==> src/rtl/hci_source_job_scheduler.sv <==
// hci_source_job_scheduler: queues {addr, len, stride} job descriptors and
// launches them one at a time on a source streamer, counting completions.
module hci_source_job_scheduler #(
   parameter int unsigned TRANS_CNT   = 16,
   parameter int unsigned QUEUE_DEPTH = 4,
   parameter int unsigned CNT_WIDTH   = 8
) (
   input  logic                           clk_i,
   input  logic                           rst_ni,
   input  logic                           clear_i,
   input  logic                           enable_i,
   input  logic                           job_valid_i,
   output logic                           job_ready_o,
   input  logic [31:0]                    job_addr_i,
   input  logic [TRANS_CNT-1:0]           job_len_i,
   input  logic [31:0]                    job_stride_i,
   output logic                           str_req_start_o,
   input  logic                           str_ready_start_i,
   input  logic                           str_done_i,
   output logic [31:0]                    str_addr_o,
   output logic [TRANS_CNT-1:0]           str_len_o,
   output logic [31:0]                    str_stride_o,
   output logic                           busy_o,
   output logic                           evt_o,
   output logic [CNT_WIDTH-1:0]           jobs_done_o,
   output logic [$clog2(QUEUE_DEPTH):0]   queue_level_o
);
   localparam int unsigned AW = $clog2(QUEUE_DEPTH);

   typedef enum logic [1:0] {IDLE, START, RUN} state_t;

   state_t                r_state, w_state_nxt;
   logic [31:0]           r_addr   [QUEUE_DEPTH];
   logic [TRANS_CNT-1:0]  r_len    [QUEUE_DEPTH];
   logic [31:0]           r_stride [QUEUE_DEPTH];
   logic [AW-1:0]         r_wptr, r_rptr;
   logic [AW:0]           r_level;
   logic [CNT_WIDTH-1:0]  r_cnt;
   logic                  w_en, w_empty, w_full, w_push, w_pop;

   // clear wins over everything, so it also masks this cycle's handshakes
   assign w_en    = enable_i & ~clear_i;
   assign w_empty = (r_level == '0);
   assign w_full  = (r_level == (AW+1)'(QUEUE_DEPTH));
   assign w_push  = w_en & job_valid_i & ~w_full;

   assign job_ready_o   = ~w_full;
   assign str_addr_o    = w_empty ? '0 : r_addr[r_rptr];
   assign str_len_o     = w_empty ? '0 : r_len[r_rptr];
   assign str_stride_o  = w_empty ? '0 : r_stride[r_rptr];
   assign busy_o        = (r_state != IDLE) | ~w_empty;
   assign evt_o         = w_pop;
   assign jobs_done_o   = r_cnt;
   assign queue_level_o = r_level;

   always_comb begin
      w_state_nxt     = r_state;
      w_pop           = 1'b0;
      str_req_start_o = 1'b0;
      unique case (r_state)
         IDLE: if (w_en && !w_empty) begin
            // zero-length jobs complete here without touching the streamer
            if (str_len_o == '0) w_pop = 1'b1;
            else                 w_state_nxt = START;
         end
         START: if (w_en && str_ready_start_i) begin
            str_req_start_o = 1'b1;
            w_state_nxt     = RUN;
         end
         RUN: if (w_en && str_done_i) begin
            w_pop       = 1'b1;
            w_state_nxt = IDLE;
         end
         default: w_state_nxt = IDLE;
      endcase
   end

   always_ff @(posedge clk_i or negedge rst_ni) begin
      if (!rst_ni) begin
         r_state <= IDLE;
         r_wptr  <= '0;
         r_rptr  <= '0;
         r_level <= '0;
         r_cnt   <= '0;
      end else if (clear_i) begin
         r_state <= IDLE;
         r_wptr  <= '0;
         r_rptr  <= '0;
         r_level <= '0;
         r_cnt   <= '0;
      end else begin
         r_state <= w_state_nxt;
         if (w_push) r_wptr <= r_wptr + 1'b1;
         if (w_pop)  r_rptr <= r_rptr + 1'b1;
         if (w_pop)  r_cnt  <= r_cnt + 1'b1;
         r_level <= r_level + {{AW{1'b0}}, w_push} - {{AW{1'b0}}, w_pop};
      end
   end

   always_ff @(posedge clk_i) begin
      if (w_push) begin
         r_addr[r_wptr]   <= job_addr_i;
         r_len[r_wptr]    <= job_len_i;
         r_stride[r_wptr] <= job_stride_i;
      end
   end
endmodule

==> config.mk <==
export PLATFORM = sky130hd
export DESIGN_NAME = hci_source_job_scheduler
export DESIGN_NICKNAME = d
export VERILOG_FILES = /design/src/rtl/hci_source_job_scheduler.sv
export SDC_FILE = /design/constraint.sdc
export NUM_CORES = 1
export LEC_CHECK = 0
export CAP_MARGIN = 20
export CORE_ASPECT_RATIO = 0.7
export CORE_MARGIN = 5
export CORE_UTILIZATION = 54
export CTS_CLUSTER_DIAMETER = 100
export DETAILED_ROUTE_END_ITERATION = 12
export HOLD_SLACK_MARGIN = 0.1
export PLACE_DENSITY = 0.91
export SLEW_MARGIN = 5
export SYNTH_ARGS = -nofsm -noshare
export SYNTH_HDL_FRONTEND = slang
export SYNTH_SLANG_ARGS = --single-unit
==> constraint.sdc <==
create_clock -name clk_i -period 4.2 [get_ports clk_i]
set_input_delay 0.84 -clock clk_i [delete_from_list [all_inputs] [get_ports clk_i]]
set_output_delay 0.84 -clock clk_i [all_outputs]
set_load 0.05 [all_outputs]
==> flow_summary.json <==
{
  "status": "finished, final reports clean",
  "ios": 182,
  "grt_pass1_vias": 7080,
  "utilization_pct": 68.83,
  "maxCapViolations": 0,
  "crit_type": "flip-flop to output pin",
  "reg2reg_from": "r_rptr[0]$_DFFE_PN0P_",
  "cp_max_fo": 20,
  "hold_class": "flip-flop to flip-flop",
  "num_antenna_cells": 0,
  "post-cts-setup-buffer-count": 0,
  "hold_depth": 2,
  "cts.path.max_buffers": 3,
  "setup_tns_ns": 0,
  "cp.required_ns": 3.36,
  "tightest_slew_ns": 0.8393,
  "timing.rr.end": "queue_level_o[2]$_DFF_PN0_",
  "rows": 47,
  "synth_compound_area_share_pct": 0.8796,
  "ys_warn_count": 0,
  "ff2ff_setup_slack_ns": 0.65,
  "syn_nets": 710,
  "synth_top_family_by_area": "multiplexers",
  "synth_cell_types": 39,
  "clk_pin_slew_ns": 0.06,
  "synth_area_sq_um": 13090,
  "hpwl_mm": 16.63,
  "track_usage_pct": 19.50,
  "finalCritPeriodShare_pct": 93.71,
  "grt_pass1_wl_mm": 41.75,
  "die-height_microns": 140.2,
  "grt_overflow": 0,
  "cp-start-kind": "flip-flop",
  "syn_to_final_growth_pct": 24.95,
  "synthFlopType": "edfxtp_1",
  "numClockSinks": 337,
  "htree_levels": 1,
  "hold_ws_ns": 0.5697,
  "synth_edf_count": 320,
  "setup_ws_ns": 0.2643,
  "first_pass_iters": 5,
  "rsz0062_at_grt": "no",
  "slowest_delay_ns": 0.69,
  "avgSynthCellArea_sq_um": 21.28,
  "p_leak_nw": 5.157,
  "slowest_stage": "dfrtp_4",
  "synthSimpleGateAreaFrac_pct": 6.004,
  "relSlewSlack_pct": 43.87,
  "synthAdderAreaFrac_pct": 0.8223,
  "dieWidth_microns": 196.1,
  "final_nets": 910,
  "cts_tree": "yes",
  "clock_latency_ns": 0.55,
  "dieArea_sq_um": 27500,
  "antenna_left": 0,
  "synth_xor_area_share_pct": 0.2008,
  "crit_path_start": "r_rptr[0]$_DFFE_PN0P_",
  "route.detailed.drc": 0,
  "initial_core_util_pct": 55.08,
  "critPathBufInv": 3,
  "avgViaCountPerCell": 5.655,
  "drtIter0Drc": 471,
  "place_ws_ns": 0.6122,
  "drive_above_1_share_pct": 17.39,
  "period_needed_ns": 3.936,
  "worstPathCellList": "mux4_1, nor4_1, and4_4, a31oi_4, inv_2, buf_4, buf_12",
  "skew_ns": 0.01269,
  "wl_per_cell_microns": 23.03,
  "io_buffers": 181,
  "final_common_cell": "edfxtp_1",
  "powerDensity_nw_per_um2": 420.5,
  "ctsHoldBuffers": 0,
  "core_sq_um": 23760,
  "max-vdd-ir-drop_mv": 0.3596,
  "vias": 6514,
  "cp.depth": 7,
  "worstSetupEndpointType": "output pin",
  "crit_path_end": "evt_o",
  "antenna_found_initial": 2,
  "final-setup-viol-count": 0,
  "synth.area.mux_share_pct": 14.12,
  "drv_slew": 0,
  "async_flop_share_pct": 5.045,
  "clockRootBuffer": "clkbuf_16",
  "grt_max_degree": 53,
  "cp_top_family": "flip-flops",
  "wirelength_mm": 26.53,
  "cts_buffers": 30,
  "gp_congestion": 0.8017,
  "synthCells": 615,
  "ys_ff_latch": 337,
  "yosysSeqAreaShare_pct": 76.68,
  "ctsResizeCount": 0,
  "max_freq_mhz": 254.1,
  "power.total_mw": 6.876,
  "layout_common_cells": "edfxtp_1, clkdlybuf4s50_1, nor2b_1",
  "reg2regPathDepth": 13,
  "finalHoldViolCount": 0,
  "cp.arrival_ns": 3.10
}
## sequential cells by signal (all words and copies together), names as in the netlist
register and cells:
jobs_done_o 8, r_state 2, r_wptr 2, r_rptr 2
queue_level_o 3, r_len 64, r_stride 128, r_addr 128
## Yosys cell counts, types with 2 or more instances
cell	number	share of area [%]
edfxtp_1	320	73
nand3_1	2	0.076
and3_1	2	0.096
mux4_1	7	1.4
xnor2_1	2	0.13
nor4_1	3	0.14
or3_1	3	0.14
mux4_2	73	13
nor2_1	9	0.26
a21oi_1	7	0.27
and2_1	6	0.29
clkbuf_1	21	0.60
dfrtp_1	17	3.3
ha_1	7	0.67
o21ai_0	5	0.19
buf_2	5	0.19
inv_1	7	0.20
nor2b_1	81	3.9
nor3_1	2	0.076
nand4b_1	2	0.13
nand2b_1	4	0.19
mux2i_1	2	0.15
nand2_1	12	0.34
## how the worst min path moves through the flow
stage | slack, ns | start | to
6_report | 0.57 | jobs_done_o[7]$_DFFE_PN0P_ | jobs_done_o[7]$_DFFE_PN0P_
5_1_grt | 0.60 | jobs_done_o[7]$_DFFE_PN0P_ | jobs_done_o[7]$_DFFE_PN0P_
4_1_cts | 0.57 | jobs_done_o[7]$_DFFE_PN0P_ | jobs_done_o[7]$_DFFE_PN0P_
3_5_place_dp | 0.56 | jobs_done_o[7]$_DFFE_PN0P_ | jobs_done_o[7]$_DFFE_PN0P_
3_3_place_gp | 0.54 | r_wptr[0]$_DFFE_PN0P_ | r_wptr[0]$_DFFE_PN0P_
2_1_floorplan | 0.49 | r_wptr[0]$_DFFE_PN0P_ | r_wptr[0]$_DFFE_PN0P_
## logic make-up after synthesis
group | Yosys count
flops | 337
simple gates | 131
mux | 82
buf+inv | 37
compound gates | 17
fa+ha+maj | 8
xor+xnor | 3
## through the flow
| step | instance area (sq um) | instances |
|---|---|---|
| 6_report | 16350 | 1152 |
| 4_1_cts | 16350 | 1152 |
| 3_3_place_gp | 15410 | 1101 |
| 3_5_place_dp | 15410 | 1101 |
| 2_1_floorplan | 13090 | 615 |
| 5_1_grt | 16350 | 1152 |
## worst reg2reg max path: cells and delay by family, from the launching register on
kind                     cells  cell delay (ns)
XOR/XNOR                     2             0.31
multiplexers                 1             0.65
flip-flops                   1             0.69
adder cells (fa/ha/maj)      3             0.75
buffers and inverters        3             0.19
AO/OA/AOI/OAI                1             0.13
AND/OR/NAND/NOR              3             0.72
## metal layers
layer  GRT usage, %  share of wire (%)  wire (microns)
met5              0               0.12              32
met1          27.40                 42           11130
met2          31.55                 48           12770
met3          5.833                8.4            2232
met4          3.048                1.4             364
## power breakdown
group | leakage (nW) | switching, mW | internal [mW]
logic | 1.58 | 0.340 | 0.207
registers | 3.12 | 0.0132 | 3.73
clock network | 0.459 | 1.14 | 1.45
## cell type report
class | count | area [sq um]
Inverter | 8 | 30.03
Multi-Input combinational cell | 241 | 2898
Tap cell | 318 | 397.9
Fill cell | 1469 | 7406
Timing Repair Buffer | 197 | 2042
Sequential cell | 337 | 10040
Clock buffer | 41 | 874.6
Clock inverter | 10 | 67.56
No activity file was read; power rests on OpenSTA's default activity.
